<file path="config.mk">
export PLATFORM = sky130hd
export DESIGN_NAME = instr_mem_loader
export DESIGN_NICKNAME = d
export VERILOG_FILES = /design/src/rtl/instr_mem_loader.sv
export SDC_FILE = /design/constraint.sdc
export NUM_CORES = 1
export LEC_CHECK = 0
export CORE_ASPECT_RATIO = 2
export CORE_MARGIN = 8
export CORE_UTILIZATION = 62
export CTS_BUF_LIST = sky130_fd_sc_hd__clkbuf_16
export DETAILED_ROUTE_END_ITERATION = 10
export DONT_BUFFER_PORTS = 1
export GPL_TIMING_DRIVEN = 1
export PLACE_DENSITY_LB_ADDON = 0.2
export SYNTH_ARGS = -nofsm -noshare
export SYNTH_HDL_FRONTEND = slang
export SYNTH_SLANG_ARGS = --single-unit
</file>
<file path="constraint.sdc">
create_clock -name clk -period 1.8 [get_ports clk]
set_input_delay 0.27 -clock clk [delete_from_list [all_inputs] [get_ports clk]]
set_output_delay 0.27 -clock clk [all_outputs]
set_load 0.02 [all_outputs]
</file>
<file path="src/rtl/instr_mem_loader.sv">
// instr_mem_loader: byte-serial writer for the CPU's instruction memory.
//
// Accepts a framed byte stream over a valid/ready handshake. The frame is a
// header byte N (word count, 1..DEPTH), then 2N data bytes, high byte first.
// Each pair of data bytes becomes one 16-bit word, written sequentially from
// address 0. The CPU is held via cpu_hold until a complete, valid program is in.
//
// Optional build macro: INSTR_LOADER_CHECKSUM_EN
//   When defined, one extra byte follows the data. It must equal the XOR of
//   the header and all data bytes, otherwise the load ends in the error state.
//
// Ports:
//   clk        - clock, all state on the rising edge
//   reset      - asynchronous, active-high reset
//   start      - single-cycle pulse; begins a load from IDLE, DONE or ERR
//   in_valid   - source presents a byte on in_data
//   in_data    - stream byte
//   in_ready   - loader accepts in_data this cycle (registered, state-only)
//   imem_we    - instruction memory write strobe, one cycle per word
//   imem_waddr - instruction memory write address
//   imem_wdata - instruction word, passed verbatim
//   cpu_hold   - CPU held in reset/stall while high
//   done       - program loaded successfully (level)
//   err        - frame rejected (level)

module instr_mem_loader #(
    parameter int unsigned ADDR_W = 4,
    parameter int unsigned DEPTH  = 16
) (
    input  logic              clk,
    input  logic              reset,
    input  logic              start,
    input  logic              in_valid,
    input  logic [7:0]        in_data,
    output logic              in_ready,
    output logic              imem_we,
    output logic [ADDR_W-1:0] imem_waddr,
    output logic [15:0]       imem_wdata,
    output logic              cpu_hold,
    output logic              done,
    output logic              err
);

    localparam int unsigned CntW     = $clog2(DEPTH + 1);
    localparam logic [7:0]  MaxCount = 8'(DEPTH);

    localparam logic [2:0] StIdle  = 3'd0;
    localparam logic [2:0] StHdr   = 3'd1;
    localparam logic [2:0] StHi    = 3'd2;
    localparam logic [2:0] StLo    = 3'd3;
    localparam logic [2:0] StWrite = 3'd4;
    localparam logic [2:0] StDone  = 3'd5;
    localparam logic [2:0] StErr   = 3'd6;
    localparam logic [2:0] StChk   = 3'd7;

    logic [2:0]        state_q, state_d;
    logic [CntW-1:0]   remaining_q, remaining_d;
    logic [ADDR_W-1:0] addr_q, addr_d;
    logic [7:0]        hi_q, hi_d;
    logic              we_d;
    logic [ADDR_W-1:0] waddr_d;
    logic [15:0]       wdata_d;
    logic              in_ready_d;
    logic              xfer;
`ifdef INSTR_LOADER_CHECKSUM_EN
    logic [7:0]        csum_q, csum_d;
`endif

    assign xfer = in_valid && in_ready;

    always_comb begin
        state_d     = state_q;
        remaining_d = remaining_q;
        addr_d      = addr_q;
        hi_d        = hi_q;
        we_d        = 1'b0;
        waddr_d     = imem_waddr;
        wdata_d     = imem_wdata;
`ifdef INSTR_LOADER_CHECKSUM_EN
        csum_d      = csum_q;
`endif
        case (state_q)
            StIdle, StDone, StErr: begin
                if (start) state_d = StHdr;
            end
            StHdr: begin
                if (xfer) begin
                    if (in_data == 8'd0 || in_data > MaxCount) begin
                        state_d = StErr;
                    end else begin
                        remaining_d = CntW'(in_data);
                        addr_d      = '0;
                        state_d     = StHi;
                    end
`ifdef INSTR_LOADER_CHECKSUM_EN
                    csum_d = in_data;
`endif
                end
            end
            StHi: begin
                if (xfer) begin
                    hi_d    = in_data;
                    state_d = StLo;
`ifdef INSTR_LOADER_CHECKSUM_EN
                    csum_d = csum_q ^ in_data;
`endif
                end
            end
            StLo: begin
                if (xfer) begin
                    we_d    = 1'b1;
                    waddr_d = addr_q;
                    wdata_d = {hi_q, in_data};
                    state_d = StWrite;
`ifdef INSTR_LOADER_CHECKSUM_EN
                    csum_d = csum_q ^ in_data;
`endif
                end
            end
            StWrite: begin
                remaining_d = remaining_q - CntW'(1);
                addr_d      = addr_q + ADDR_W'(1);
                if (remaining_q == CntW'(1)) begin
`ifdef INSTR_LOADER_CHECKSUM_EN
                    state_d = StChk;
`else
                    state_d = StDone;
`endif
                end else begin
                    state_d = StHi;
                end
            end
`ifdef INSTR_LOADER_CHECKSUM_EN
            StChk: begin
                if (xfer) state_d = (in_data == csum_q) ? StDone : StErr;
            end
`endif
            default: state_d = StIdle;
        endcase
        // Registered from the next state so in_ready depends on state alone.
        in_ready_d = (state_d == StHdr) || (state_d == StHi) ||
                     (state_d == StLo)  || (state_d == StChk);
    end

    always_ff @(posedge clk or posedge reset) begin
        if (reset) begin
            state_q     <= StIdle;
            remaining_q <= '0;
            addr_q      <= '0;
            hi_q        <= '0;
            in_ready    <= 1'b0;
            imem_we     <= 1'b0;
            imem_waddr  <= '0;
            imem_wdata  <= '0;
            cpu_hold    <= 1'b1;
            done        <= 1'b0;
            err         <= 1'b0;
`ifdef INSTR_LOADER_CHECKSUM_EN
            csum_q      <= '0;
`endif
        end else begin
            state_q     <= state_d;
            remaining_q <= remaining_d;
            addr_q      <= addr_d;
            hi_q        <= hi_d;
            in_ready    <= in_ready_d;
            imem_we     <= we_d;
            imem_waddr  <= waddr_d;
            imem_wdata  <= wdata_d;
            cpu_hold    <= (state_d != StDone);
            done        <= (state_d == StDone);
            err         <= (state_d == StErr);
`ifdef INSTR_LOADER_CHECKSUM_EN
            csum_q      <= csum_d;
`endif
        end
    end

endmodule

</file>
; ---- Yosys cells after proc, flatten, opt, wreduce, memory -nomap -nowiden
; Cells that the tools add are included.
; W data, S select, Z words.
[totals]
reg_bits = 45
in_bits = 12
out_inout_bits = 25
wordCells = 57
[op_classes]
n_addsub = 2
n_lt_le_gt_ge = 1
eq_ne = 16
n_mux = 15
n_reduce_logical = 12
[ops]
columns = operator, count
row1 = $eq A3 B3 Y1 const B, 6
row2 = $mux W3, 6
row3 = $pmux W3 S5, 1
row4 = $eq A3 B2 Y1 const B, 4
row5 = $mux W5, 2
row6 = $pmux W5 S2, 1
row7 = $gt A8 B5 Y1 const B, 1
row8 = $logic_not A8 Y1, 1
row9 = $mux W4, 2
row10 = $pmux W4 S2, 1
row11 = $eq A3 B1 Y1 const B, 2
row12 = $eq A5 B1 Y1 const B, 1
row13 = $sub A5 B1 Y5 const B, 1
row14 = $add A4 B1 Y4 const B, 1
row15 = $logic_or A1 B1 Y1, 4
row16 = $ne A2 B2 Y1 const B, 2
row17 = $reduce_and A2 Y1, 2
row18 = $logic_not A3 Y1, 1
row19 = $ne A3 B3 Y1 const B, 1
row20 = $reduce_and A3 Y1, 1
row21 = $reduce_or A3 Y1, 1
row22 = $mux W1, 2
row23 = $reduce_bool A2 Y1, 1
row24 = $logic_and A1 B1 Y1, 1

; ---- Depth between registers and ports, before layout
[depth]
word_depth = 9
mapped_depth = 7
ltp_nobuf = 7

; ---- Least setup slack after synthesis
; OpenSTA, ideal clock, no wires.
[synth_path]
kind = register to register
startpoint = register in_ready
endpoint = register imem_waddr[0]
setup_ns = 0.125
arrival_ns = 1.528
t_required_ns = 1.675
setup_slack_ns = 0.147
path_stages_with_launch = 6
n_path_buf = 2
period_less_slack_ns = 1.653
path_cell_list = dfrtp_1 nand3b_4 or3_1 buf_2 buf_6 mux2_4
[synth_between]
elab_chain_cells = 2
[synth_lines]
columns = item, line
row1 = start: declaration, 35  ; output logic in_ready,
row2 = start signal: assignment, 166  ; in_ready <= in_ready_d;
row3 = $logic_and A1 B1 Y1, 69  ; assign xfer = in_valid && in_ready;
row4 = $reduce_and A2 Y1 (no line), n/a
row5 = end signal: assignment, 168  ; imem_waddr <= waddr_d;
row6 = end: declaration, 37  ; output logic [ADDR_W-1:0] imem_waddr,
; Every way passes these cells.
; A chain may end at the register's enable or synchronous reset.

; ---- Worst setup path after layout
[layout_path]
startpoint = register remaining_q[1]
endpoint = register in_ready
[layout_between]
elab_chain_cells = 7
elab_cells_between_ends = 10
cone_classes = 5 x eq/ne / 2 x mux / 3 x reduce/logical
[layout_lines]
columns = item, line
row1 = start: declaration, 57  ; logic [CntW-1:0] remaining_q, remaining_d;
row2 = start signal: assignment, 163  ; remaining_q <= remaining_d;
row3 = $eq A5 B1 Y1 (*), 123  ; if (remaining_q == CntW'(1)) begin
row4 = $mux W3 (*), 123
row5 = $pmux W3 S5 (*), 82  ; case (state_q)
row6 = named net state_d[2], 56  ; logic [2:0] state_q, state_d;
row7 = $eq A3 B1 Y1 / $eq A3 B2 Y1 (equally long branches), 141  ; in_ready_d = (state_d == StHdr) || (state_d == StHi) ||
row8 = $logic_or A1 B1 Y1 (2 in a row), 141
row9 = $logic_or A1 B1 Y1 (*), 142  ; (state_d == StLo) || (state_d == StChk);
row10 = named net in_ready_d, 63  ; logic in_ready_d;
; The timed path passes the listed nets; every way through them passes the cells marked *.

==> results.json <==
{
  "finalSetupViolCount": 0,
  "pre_cts_slack_ns": 0.0382,
  "async_flop_share": 1.00,
  "holdPathStages": 1,
  "dpl.hpwl_um": 3110,
  "initial_core_util": 0.640,
  "port_buffers": 0,
  "hold_path.class": "in -> reg",
  "vias": 1262,
  "cp_data_arrival_time_ns": 1.93,
  "cts_tree": "done",
  "worst-setup-path-type": "reg -> reg",
  "final_area_um2": 2370,
  "critPathSlowestCell": "or4b_4",
  "multiInputGateArea_um2": 927,
  "synth-edff-count": 0,
  "ys_seq_area_frac": 0.527,
  "clk_pin_slew_ns": 0.05,
  "diodes": 0,
  "hold_viol": 0,
  "final-seq-area_um2": 1130,
  "grt_usage": 0.152,
  "cellPowerDensity_nw_per_um2": 1870,
  "avgSynthCellArea_um2": 13.5,
  "grt_pass1_wl_um": 6730,
  "r2r-end": "in_ready",
  "synth-seq-cells": 45,
  "n_fill_cell": 229,
  "synth_cell_type_count": 50,
  "min_from": "in_data[3]",
  "setup.worst_path.end_class": "flop",
  "wl_um": 4100,
  "synth_common_cells": "dfrtp_1, mux2_4, nand2_1",
  "synth_cells": 158,
  "fin_util": 0.709,
  "final_max_slew_viol_count": 0,
  "crit_fanout": 3,
  "numClockSinks": 45,
  "fin_crit_sh": 0.975,
  "syn-num-nets": 173,
  "htreeDepth": 2,
  "r2r_slack_ns": 0.04,
  "drtPass1Iterations": 4,
  "drc": 0,
  "fin_ws_ns": 0.0446,
  "clk_path_buf_depth": 2,
  "grt_start_max_net_pins": 28,
  "synth_most_common_cell": "dfrtp_1",
  "crit_path_cell_trace": "inv_2 -> ha_4 -> or4b_4 -> mux2i_2 -> a221o_1 -> o21ba_4",
  "reg2regPathDepth": 6,
  "chipWidth_um": 57.5,
  "max_freq_mhz": 570,
  "insertion_delay_ns": 0.28,
  "area_delta_synth_final_pct": 10.8,
  "max_stage_delay_ns": 0.47,
  "grt-ovfl-total": 0,
  "power.leakage_uw": 0.00112,
  "fin_skew_ns": 0.00367,
  "fin_crit_ns": 1.76,
  "required_ns": 1.97,
  "numCtsBuffers": 5,
  "grt_pass1_vias": 1390,
  "die-area_um2": 5700,
  "grt_antenna_before_repair": 0,
  "io_pins": 37,
  "yosys_warnings": 0,
  "hold_end": "hi_q[3]",
  "nets": 185,
  "vdd_drop_max_mv": 1.38,
  "status": "finished clean",
  "dpl.cell_count": 192,
  "yosysTopAreaCell": "dfrtp_1",
  "fin_cells": 201,
  "fp.dieH_um": 99.1,
  "maxCapViolations": 0,
  "gp_congestion": 0.822,
  "placement.cell_area_um2": 2200,
  "root_buffer": "clkbuf_16",
  "synth_top_area_frac": 0.515,
  "worstReg2RegStart": "remaining_q[1]",
  "viasPerCell": 6.28,
  "worst_pin_slew_ns": 0.540,
  "slew_headroom": 0.639,
  "first_iter_violations": 34,
  "wl_per_cell_um": 20.4,
  "placementRows": 30,
  "synth_ff_type": "dfrtp_1",
  "netlist_area_um2": 2140,
  "drive_above_1_share": 0.320,
  "yosys-top-cells-area": "dfrtp_1, mux2_4, mux2_1",
  "ant_nets": 0,
  "core_um2": 3340,
  "critPathLaunchType": "flop"
}
## state kept, by name (all words and copies together) (netlist names)
name,count
state_q,3
imem_waddr,4
remaining_q,5
cpu_hold,1
imem_wdata,16
addr_q,4
hi_q,8
in_ready,1
done,1
imem_we,1
err,1
## layout make-up
class | count | share of cell area
Sequential cell | 45 | 0.476
Multi-Input combinational cell | 97 | 0.391
Clock buffer | 5 | 0.0528
Timing Repair Buffer | 11 | 0.0412
Inverter | 10 | 0.0201
Tap cell | 32 | 0.0169
Clock inverter | 1 | 0.00211
## worst max path at each step
stage / cells past startpoint / slack (ns) / startpoint / endpoint
after detailed placement: 6 / 0.04 / remaining_q[1] / in_ready
after floorplan: 5 / 0.15 / in_ready / imem_waddr[0]
after CTS: 6 / 0.03 / remaining_q[1] / in_ready
after global placement: 6 / 0.08 / remaining_q[1] / in_ready
final: 6 / 0.04 / remaining_q[1] / in_ready
after global routing: 6 / -0.03 / remaining_q[1] / in_ready
## routing by layer
layer | GRT usage | part of all wire | vias up
met3 | 0.0418 | 0.055 | 13
met2 | 0.277 | 0.55 | 36
met1 | 0.146 | 0.36 | 637
met4 | 0.0778 | 0.035 | 0
met5 | 0 | 0 | -
li1 | - | - | 576
## cells by family (layout without fill, tap and decap cells)
kind of cell    Yosys count  after routing  share of synthesized area
compound gates           20             20                     0.0696
xor+xnor                  3              3                     0.0123
fa+ha+maj                 3              3                     0.0175
buf+inv                  16             27                     0.0474
flops                    45             45                      0.527
mux                      31             31                      0.191
simple gates             40             40                      0.135
## placed cells by master, fill, tap and decap left out, drive strengths merged, types with 3 or more instances in the layout
master,count
nand2b,4
inv,10
o21ai,5
a21oi,4
nor2,6
ha,3
dfrtp,44
o221ai,3
buf,10
nand2,9
mux2i,3
mux2,28
clkbuf,5
## where the power goes
part,internal [uW],switching (uW)
Combinational,846,633
Sequential,1480,665
Clock,494,319
Total,2830,1620
## worst max-delay path: cells and delay by family (launching register included)
| kind | cells | cell delay [ns] |
|---|---|---|
| buffers and inverters | 1 | 0.08 |
| muxes | 1 | 0.21 |
| DFF | 1 | 0.40 |
| adders and majority gates | 1 | 0.11 |
| and+or+nand+nor | 1 | 0.47 |
| AOI/OAI and AO/OA | 2 | 0.38 |
## stage by stage
step	setup TNS [ns]	hold WS, ns	total power, uW
3_5_place_dp	0	0.236	3600
4_1_cts	0	0.125	4420
3_3_place_gp	0	0.223	3490
2_1_floorplan	0	0.402	3260
6_report	0	0.126	4440
5_1_grt	-0.0282	0.120	4710
## timing repair
item / 4_1_cts / 5_1_grt
endpoints found under the setup margin: 0 / 2
hold buffers: 1 / 0
gates resized for setup: 0 / 4
setup buffers: 0 / 2
endpoints found under the hold margin: 25 / 0
(Power assumes the default switching activity.)
